**src/rtl/freq_div_pkg.sv**
```systemverilog
// Shared divisor types and constants for the key-driven divisor
// generator and the sample tick divider.
package freq_div_pkg;

    localparam int DIVISOR_W = 32;

    typedef logic [DIVISOR_W-1:0] divisor_t;

    localparam divisor_t MIN_DIVISOR_DEF     = 32'd2;
    localparam divisor_t DEFAULT_DIVISOR_DEF = 32'd1136;

    // Clamp a requested divisor up to the floor; nothing else is applied.
    function automatic divisor_t sat_divisor(
        input divisor_t d,
        input divisor_t floor_v
    );
        return (d < floor_v) ? floor_v : d;
    endfunction

endpackage

```
**src/rtl/modulo_counter.sv**
```systemverilog
// Period counter: counts enabled edges 0..period-1 and reloads the period
// from load_val at each wrap or on restart.
// Ports: clk, reset_n (async, active-low), enable, restart,
//        load_val (next period), count, period (active), wrap (boundary).
module modulo_counter
    import freq_div_pkg::*;
#(
    parameter divisor_t RESET_PERIOD = DEFAULT_DIVISOR_DEF
) (
    input  logic     clk,
    input  logic     reset_n,
    input  logic     enable,
    input  logic     restart,
    input  divisor_t load_val,
    output divisor_t count,
    output divisor_t period,
    output logic     wrap
);

    divisor_t count_q;
    divisor_t count_d;
    divisor_t period_q;
    divisor_t period_d;
    logic     at_end;

    // restart masks the boundary so it always wins over a tick
    always_comb begin
        at_end = (count_q == (period_q - divisor_t'(1)));
        wrap   = enable & ~restart & at_end;
    end

    always_comb begin
        count_d  = count_q;
        period_d = period_q;
        if (restart) begin
            count_d  = '0;
            period_d = load_val;
        end else if (wrap) begin
            count_d  = '0;
            period_d = load_val;
        end else if (enable) begin
            count_d  = count_q + divisor_t'(1);
        end
    end

    always_ff @(posedge clk or negedge reset_n) begin
        if (!reset_n) begin
            count_q  <= '0;
            period_q <= RESET_PERIOD;
        end else begin
            count_q  <= count_d;
            period_q <= period_d;
        end
    end

    assign count  = count_q;
    assign period = period_q;

endmodule

```
**src/rtl/sample_tick_divider.sv**
```systemverilog
// Turns the divisor into a one-cycle sample tick, latching new divisors
// only at period boundaries. Optional square wave: SAMPLE_TICK_SQUARE_OUT_EN.
// Ports: clk, reset_n (async, active-low), enable, restart,
//        frequency_divisor in; tick, clk_out, period out.
module sample_tick_divider
    import freq_div_pkg::*;
#(
    parameter divisor_t DEFAULT_DIVISOR = DEFAULT_DIVISOR_DEF,
    parameter divisor_t MIN_DIVISOR     = MIN_DIVISOR_DEF
) (
    input  logic        clk,
    input  logic        reset_n,
    input  logic        enable,
    input  logic        restart,
    input  logic [31:0] frequency_divisor,
    output logic        tick,
    output logic        clk_out,
    output logic [31:0] period
);

    localparam divisor_t RESET_PERIOD =
        sat_divisor(DEFAULT_DIVISOR, MIN_DIVISOR);

    divisor_t load_val;
    divisor_t count;
    logic     wrap;
    logic     tick_q;
    logic     tick_d;

    always_comb begin
        load_val = sat_divisor(frequency_divisor, MIN_DIVISOR);
    end

    modulo_counter #(
        .RESET_PERIOD (RESET_PERIOD)
    ) u_counter (
        .clk      (clk),
        .reset_n  (reset_n),
        .enable   (enable),
        .restart  (restart),
        .load_val (load_val),
        .count    (count),
        .period   (period),
        .wrap     (wrap)
    );

    // wrap already excludes restart and disabled edges
    always_comb begin
        tick_d = wrap;
    end

    always_ff @(posedge clk or negedge reset_n) begin
        if (!reset_n) begin
            tick_q <= 1'b0;
        end else begin
            tick_q <= tick_d;
        end
    end

    assign tick = tick_q;

`ifdef SAMPLE_TICK_SQUARE_OUT_EN
    logic clk_out_q;
    logic clk_out_d;

    always_comb begin
        clk_out_d = clk_out_q ^ wrap;
    end

    always_ff @(posedge clk or negedge reset_n) begin
        if (!reset_n) begin
            clk_out_q <= 1'b0;
        end else begin
            clk_out_q <= clk_out_d;
        end
    end

    assign clk_out = clk_out_q;
`else
    assign clk_out = 1'b0;
`endif

    // count is internal state; only its boundary matters here
    logic unused_count;
    assign unused_count = ^count;

endmodule

```
**config.mk**
```make
export PLATFORM = sky130hd
export DESIGN_NAME = sample_tick_divider
export DESIGN_NICKNAME = d
export VERILOG_FILES = /design/src/rtl/freq_div_pkg.sv /design/src/rtl/modulo_counter.sv /design/src/rtl/sample_tick_divider.sv
export SDC_FILE = /design/constraint.sdc
export NUM_CORES = 1
export LEC_CHECK = 0
export ABC_CLOCK_PERIOD_IN_PS = 6460
export CORE_ASPECT_RATIO = 1.25
export CORE_MARGIN = 5
export CORE_UTILIZATION = 25
export DETAILED_ROUTE_END_ITERATION = 10
export PLACE_DENSITY = 0.48
export REMOVE_ABC_BUFFERS = 1
export SLEW_MARGIN = 15
export SYNTH_ARGS = -nofsm -noshare
export SYNTH_HDL_FRONTEND = slang
export SYNTH_HIERARCHICAL = 1
export SYNTH_SLANG_ARGS = --single-unit
```
**constraint.sdc**
```tcl
create_clock -name clk -period 6.46 [get_ports clk]
set_clock_uncertainty 0.15 [all_clocks]
set_input_delay 0.969 -clock clk [delete_from_list [all_inputs] [get_ports clk]]
set_output_delay 0.969 -clock clk [all_outputs]
set_load 0.1 [all_outputs]
```
==> results of run 1 <==
state kept, by name, summed over array words and instances, names as in the netlist:
| register | cells |
|---|---|
| tick | 1 |
| u_counter/period | 32 |
| u_counter/count | 32 |
Yosys cell counts (2+ instances only):
cell type,count
sky130_fd_sc_hd__a31oi_1,2
sky130_fd_sc_hd__nand4_1,11
sky130_fd_sc_hd__dfstp_2,4
sky130_fd_sc_hd__o21ai_0,3
sky130_fd_sc_hd__buf_4,4
sky130_fd_sc_hd__o31a_1,2
sky130_fd_sc_hd__xnor2_1,43
sky130_fd_sc_hd__o21a_1,3
sky130_fd_sc_hd__a211oi_1,3
sky130_fd_sc_hd__nor4_1,24
sky130_fd_sc_hd__buf_6,3
sky130_fd_sc_hd__nand2b_1,2
sky130_fd_sc_hd__nand3_1,18
sky130_fd_sc_hd__or3_1,4
sky130_fd_sc_hd__dfrtp_1,61
sky130_fd_sc_hd__nor3_1,17
sky130_fd_sc_hd__nor2b_1,2
sky130_fd_sc_hd__nand4b_1,2
sky130_fd_sc_hd__nand2_1,31
sky130_fd_sc_hd__ha_1,2
sky130_fd_sc_hd__or4_1,4
sky130_fd_sc_hd__xor2_1,32
sky130_fd_sc_hd__mux2_1,25
sky130_fd_sc_hd__inv_1,6
sky130_fd_sc_hd__nor4_2,2
sky130_fd_sc_hd__nor2_1,60
sky130_fd_sc_hd__and3_1,8
sky130_fd_sc_hd__a21oi_1,8
sky130_fd_sc_hd__mux2_2,8
sky130_fd_sc_hd__clkbuf_1,36
power groups by stage:
stage | sequential (mW) | combinational (mW) | clock, mW
after floorplan | 0.618 | 0.0962 | 0
after global placement | 0.484 | 0.344 | 0
after detailed placement | 0.485 | 0.346 | 0
after CTS | 0.478 | 0.347 | 0.483
after global routing | 0.483 | 0.363 | 0.497
final | 0.477 | 0.344 | 0.463
final cells by class:
| cell class | count | share of cell area |
|---|---|---|
| flip-flops and latches | 65 | 0.314 |
| repair buffers | 71 | 0.135 |
| clock inverters | 3 | 0.00289 |
| well taps | 216 | 0.0521 |
| multi-input cells | 337 | 0.440 |
| clock buffers | 13 | 0.0521 |
| inverters | 6 | 0.00434 |
layer usage:
layer / track usage / vias to the layer above / part of all wire
met4: 0.0372 / 0 / 0.017
li1: - / 1630 / -
met1: 0.142 / 1619 / 0.42
met3: 0.0352 / 17 / 0.041
met5: 0 / - / 0
met2: 0.215 / 83 / 0.52
stage by stage:
step | instance area, um^2 | instances | worst slack, ns
3_3_place_gp | 4900 | 695 | 1.92
5_1_grt | 5190 | 711 | 1.36
4_1_cts | 5190 | 711 | 1.79
2_1_floorplan | 3940 | 408 | 0.515
6_report | 5190 | 711 | 1.78
3_5_place_dp | 4900 | 695 | 1.80
worst paths after layout:
path | startpoint | endpoint | slack (ns)
worst max-delay path | u_counter/period[0] | u_counter/period[3] | 1.78
worst min-delay path | u_counter/period[31] | u_counter/period[31] | 0.41
worst max register to register | u_counter/period[0] | u_counter/period[3] | 1.78
worst min register to register | u_counter/period[31] | u_counter/period[31] | 0.41
max in group asynchronous | reset_n | u_counter/count[26] | 4.92
min in group asynchronous | reset_n | u_counter/period[9] | 0.69
logic make-up after synthesis:
family / after synthesis / synth area share
flops: 65 / 0.392
other cells: 1 / 0.000902
fa+ha+maj: 2 / 0.00602
xor+xnor: 75 / 0.158
compound gates: 33 / 0.0602
mux: 33 / 0.0894
simple gates: 193 / 0.234
buf+inv: 52 / 0.0590
==> summary.txt, run 1 <==
Finish
  – Register area: 1630 um^2
  – Diode count: 0
  – Post-layout utilization of the core: 0.319
  – Multi-input gate area in the final layout: around 2300 um^2
  – Fraction of layout instances using a drive strength above 1: 0.0747
  – Most common library cell in the layout ignoring fill and taps: sky130_fd_sc_hd__clkdlybuf4s50_1
  – Final layout net count: 528
  – Highest-count cells in the layout ignoring fill and taps: sky130_fd_sc_hd__clkdlybuf4s50_1, sky130_fd_sc_hd__dfrtp_1, sky130_fd_sc_hd__nor2_1, sky130_fd_sc_hd__xnor2_1, sky130_fd_sc_hd__xor2_1
  – Fillers: 1731
  – Area added between synthesis and finish: 24.8%

Route
  – Wire length per cell after detailed routing: 16.3 um
  – Via count of the routed design: around 3.3k
  – Initial detailed-routing violation count: about 170
  – Post-route DRC violation count: 0
  – Number of detailed-routing iterations run before antenna repair: 4
  – Vias per std cell: 4.71
  – Final wirelength: around 12 mm
  – Number of antenna-violating nets in the routed design: 0

CTS
  – Sink Count: 65
  – Root buf cell: sky130_fd_sc_hd__clkbuf_16
  – Cells resized by post-CTS repair: 0
  – Skew-Pair Late Insertion Delay: 0.33 ns
  – Htree depth: 3
  – Clock tree from TritonCTS: yes
  – Post-CTS setup buffer count: 0
  – Buffers from clock root to sink, at most: 2
  – Cts hold-fix bufs: 0
  – Inserted Clock Buffers: 9
  – Clock slew at reported path FFs: 0.05 ns

Synthesis
  – FFs w/ async S/R, synth: 1.00
  – Library cell with the largest summed area after synthesis: sky130_fd_sc_hd__dfrtp_1
  – Primary flip-flop cell chosen by synthesis mapping: sky130_fd_sc_hd__dfrtp_1
  – Count of flip-flops with a built-in enable after synthesis: 0
  – Count of different cell masters after synthesis: 54
  – Most area-consuming cells after synthesis: sky130_fd_sc_hd__dfrtp_1, sky130_fd_sc_hd__xnor2_1, sky130_fd_sc_hd__mux2_1
  – Mean instance size in the synthesized netlist: between 9 and 10 um^2
  – Share of the yosys chip area belonging to registers: 0.392
  – Count of yosys warnings during synthesis: 6
  – Post-synthesis sequential element count: 65
  – Number of cells produced by synthesis: 454
  – Share of the synthesized area in the top cell type: 0.367
  – Synthesized cell area: 4160 um^2

Power
  – P_sw: ~0.46 mW
  – Switching part of the total: 0.356
  – Total power: between 1 and 1.5 mW
  – P per Cell Area: roughly 250 nW/um^2
  – Sequential power share: 0.371
  – Clock Power Share: 0.360
  – Logic gate share of total power: 0.268
  – Total leakage power: about 1.9 nW
  – Max VDD drop: 0.160 mV
  – Internal power consumption: 0.826 mW

Outcome
  – Result of the run: completed

Global route
  – Overall Global Routing Usage: 0.121
  – Antenna violations before repair: 0
  – GRT Residual Overflow: 0
  – Wire length of the first global-routing pass: 18.8 mm
  – Maximum number of pins on one net before global-route repair: 66
  – Vias in the first global route: roughly 3.5k

Timing
  – Share of the clock period used by the worst path after layout: 0.724
  – Final total negative setup slack: 0 ns
  – Setup repair after global routing missed its margin: false
  – Worst Max-Slew Pin Slew: between 0.9 and 1 ns
  – Hold Violations, Final: 0
  – Final setup violation count: 0
  – Time the worst path needs with I/O delays and setup: 4.68 ns
  – Relative slew slack: 0.331
  – Final Max Slew Viols: 0
  – Minimum hold slack: a little over 0.4 ns
  – Max Clock Freq: 214 MHz

Place
  – Buffers added on ports: 68
  – Detailed placer's ending HPWL: 8.86 mm
  – Routability congestion estimate: 0.875

Floorplanning
  – Die Footprint: between 15000 and 20000 um^2
  – Core region area: 16300 um^2
  – Total number of placement rows: 52
  – Die Span Y: between 150 and 200 um
  – Die extent in x: 125 um
  – Initial core utilization: 0.256
  – Number of top-level design ports: 70

Critical path
  – Slowest cell delay on critical path: ~0.67 ns
  – Register-to-Register Path Depth: 11
  – Chain of cells forming the critical path: inv_1 -> ha_1 -> nor3b_1 -> nand4_1 -> nor4_1 -> xnor2_1 -> or4_1 -> or4_1 -> o41ai_4 -> buf_4 -> mux2_2
  – Critical path's most frequent cell: sky130_fd_sc_hd__or4_1
  – Worst path buffer plus inverter count: 2
  – Worst Path Class, Setup: reg2reg
  – Crit path max fanout: 44
  – CP max stage cell: sky130_fd_sc_hd__nor3b_1
  – Startpoint kind of the worst setup timing path: flip-flop
  – Path length in cells of the critical path: 11
  – Crit. End Element: flip-flop
  – Required time worst endpoint: 6.53 ns
  – Kind of cell with the highest combined delay on the critical path: simple AND/OR/NAND/NOR gates
  – Arr. time, crit path: 4.75 ns

Worst hold path
  – Instance count along the most critical hold path: 1
  – Type of the tightest min-delay check: reg2reg

Run
  – Max cap viols: 0
Power figures use the tool's default switching activity.
==> inputs of run 2 (changes only) <==
--- a/config.mk
+++ b/config.mk
@@ -5,7 +5,7 @@
 export SDC_FILE = /design/constraint.sdc
 export NUM_CORES = 1
 export LEC_CHECK = 0
-export ABC_CLOCK_PERIOD_IN_PS = 6460
+export ABC_CLOCK_PERIOD_IN_PS = 4650
 export CORE_ASPECT_RATIO = 1.25
 export CORE_MARGIN = 5
 export CORE_UTILIZATION = 25
==> constraint.sdc (replaced) <==
create_clock -name clk -period 4.65 [get_ports clk]
set_clock_uncertainty 0.15 [all_clocks]
set_input_delay 0.6975 -clock clk [delete_from_list [all_inputs] [get_ports clk]]
set_output_delay 0.6975 -clock clk [all_outputs]
set_load 0.1 [all_outputs]
==> summary.txt, run 2 (synthesis gave the netlist of run 1 again) <==
Global route
  – Vias in the first global route: 3599
  – GRT Residual Overflow: 0
  – Antenna violations before repair: 0
  – Wire length of the first global-routing pass: 19.6 mm
  – Overall Global Routing Usage: 0.130
  – Maximum number of pins on one net before global-route repair: 38

Finish
  – Most common library cell in the layout ignoring fill and taps: sky130_fd_sc_hd__clkdlybuf4s50_1
  – Final layout net count: 540
  – Fillers: approximately 1.7k
  – Diode count: 0
  – Area added between synthesis and finish: 27.8%
  – Design area: 5310 um^2
  – Post-layout utilization of the core: 0.327
  – Highest-count cells in the layout ignoring fill and taps: sky130_fd_sc_hd__clkdlybuf4s50_1, sky130_fd_sc_hd__dfrtp_1, sky130_fd_sc_hd__nor2_1, sky130_fd_sc_hd__xnor2_1, sky130_fd_sc_hd__xor2_1
  – Fraction of layout instances using a drive strength above 1: 0.0986

Critical path
  – Worst Path Class, Setup: reg2reg
  – Worst path buffer plus inverter count: 2
  – CP max stage cell: sky130_fd_sc_hd__or4_1
  – Required time worst endpoint: 4.71 ns
  – Crit path max fanout: 20
  – Startpoint kind of the worst setup timing path: flip-flop
  – Slowest cell delay on critical path: 0.56 ns
  – Critical path's most frequent cell: sky130_fd_sc_hd__or4_1
  – Kind of cell with the highest combined delay on the critical path: simple AND/OR/NAND/NOR gates
  – Chain of cells forming the critical path: inv_1 -> ha_1 -> or3b_1 -> or4_1 -> a211oi_1 -> nor3_1 -> or4_1 -> or4_1 -> o41ai_4 -> buf_4 -> mux2_2
  – Arr. time, crit path: 4.50 ns
  – Internal reg-to-reg setup slack: 0.21 ns
  – Crit. End Element: flip-flop

Worst hold path
  – Type of the tightest min-delay check: in2async

Timing
  – Worst Max-Slew Pin Slew: just over 1 ns
  – Relative slew slack: 0.319
  – Final Max Slew Viols: 0
  – Max Clock Freq: approximately 230 MHz
  – Setup repair after global routing missed its margin: false
  – Final setup violation count: 0
  – Hold Violations, Final: 0
  – Share of the clock period used by the worst path after layout: 0.954
  – Minimum hold slack: ~0.26 ns
  – Time the worst path needs with I/O delays and setup: roughly 4.4 ns

CTS
  – Cells resized by post-CTS repair: 0
  – Post-CTS setup buffer count: 0
  – Htree depth: 3
  – Buffers from clock root to sink, at most: 2
  – Cts hold-fix bufs: 0
  – Root buf cell: sky130_fd_sc_hd__clkbuf_16
  – Inserted Clock Buffers: 9
  – Skew-Pair Late Insertion Delay: 0.34 ns
  – Clock tree from TritonCTS: yes
  – Clock slew at reported path FFs: 0.06 ns
  – Sink Count: 65

Route
  – Vias per std cell: 4.75
  – Post-route DRC violation count: 0
  – Number of detailed-routing iterations run before antenna repair: 5
  – Via count of the routed design: 3433
  – Initial detailed-routing violation count: roughly 150
  – Number of antenna-violating nets in the routed design: 0
  – Wire length per cell after detailed routing: 17.0 um
  – Final wirelength: 12.3 mm

Place
  – Buffers added on ports: 68
  – Standard cell area after detailed placement: 5010 um^2
  – Routability congestion estimate: 0.907
  – Detailed placer's ending HPWL: 9.37 mm

Floorplanning
  – Number of top-level design ports: 70
  – Initial core utilization: 0.256
  – Die Span Y: 154 um
  – Total number of placement rows: 52
  – Die extent in x: 125 um
  – Die Footprint: 19300 um^2
  – Core region area: ~16000 um^2

Outcome
  – Result of the run: completed

Power
  – Max VDD drop: about 0.16 mV
  – P per Cell Area: approximately 350 nW/um^2
  – Total leakage power: about 2.0 nW

Run
  – Max cap viols: 0
run 2: cell count changes in the layout (fill, tap and decap cells not counted):
| cell | before | now |
|---|---|---|
| sky130_fd_sc_hd__clkinv_4 | 0 | 2 |
| sky130_fd_sc_hd__clkinvlp_4 | 0 | 2 |
| sky130_fd_sc_hd__clkbuf_1 | 1 | 0 |
| sky130_fd_sc_hd__clkbuf_8 | 3 | 1 |
| sky130_fd_sc_hd__buf_12 | 0 | 1 |
| sky130_fd_sc_hd__clkinv_2 | 3 | 1 |
| sky130_fd_sc_hd__buf_4 | 3 | 14 |
| sky130_fd_sc_hd__bufinv_16 | 0 | 1 |
run 2: stage by stage:
stage | instances | setup WS (ns) | power (mW) | TNS (ns)
floorplan | 408 | -1.30 | 0.992 | -73.19
global placement | 707 | 0.314 | 1.16 | 0
detailed placement | 707 | 0.268 | 1.17 | 0
CTS | 723 | 0.243 | 1.87 | 0
global route | 723 | 0.0256 | 1.93 | 0
finish | 723 | 0.213 | 1.85 | 0
run 2: path summary, 6_finish.rpt:
check                                    startpoint                    to  cells past startpoint
max in group asynchronous                   reset_n  u_counter/period[30]                      2
worst min-delay path                        reset_n   u_counter/period[9]                      1
worst min register to register  u_counter/count[31]   u_counter/count[31]                      2
worst max register to register  u_counter/period[0]   u_counter/period[1]                     11
min in group clk                u_counter/count[31]   u_counter/count[31]                      2
worst max-delay path            u_counter/period[0]   u_counter/period[1]                     11
run 2: routing by layer:
metal | vias up | track usage | share of wire
li1 | 1662 | - | -
met1 | 1669 | 0.155 | 0.42
met2 | 85 | 0.224 | 0.51
met3 | 17 | 0.0352 | 0.040
met4 | 0 | 0.0444 | 0.027
met5 | - | 0 | 0
run 2: layout make-up:
cell class	count	area [um^2]	area share
multi-input combinational	337	2280	0.429
sequential	65	1630	0.307
timing repair buffer	83	801	0.151
tap	216	270	0.0509
clock buffer	10	239	0.0450
clock inverter	6	67.6	0.0127
inverter	6	22.5	0.00424
run 2: power breakdown:
group	switching [mW]	internal (mW)	total (mW)
clock network	0.263	0.430	0.693
registers	0.0599	0.598	0.658
logic	0.340	0.156	0.496
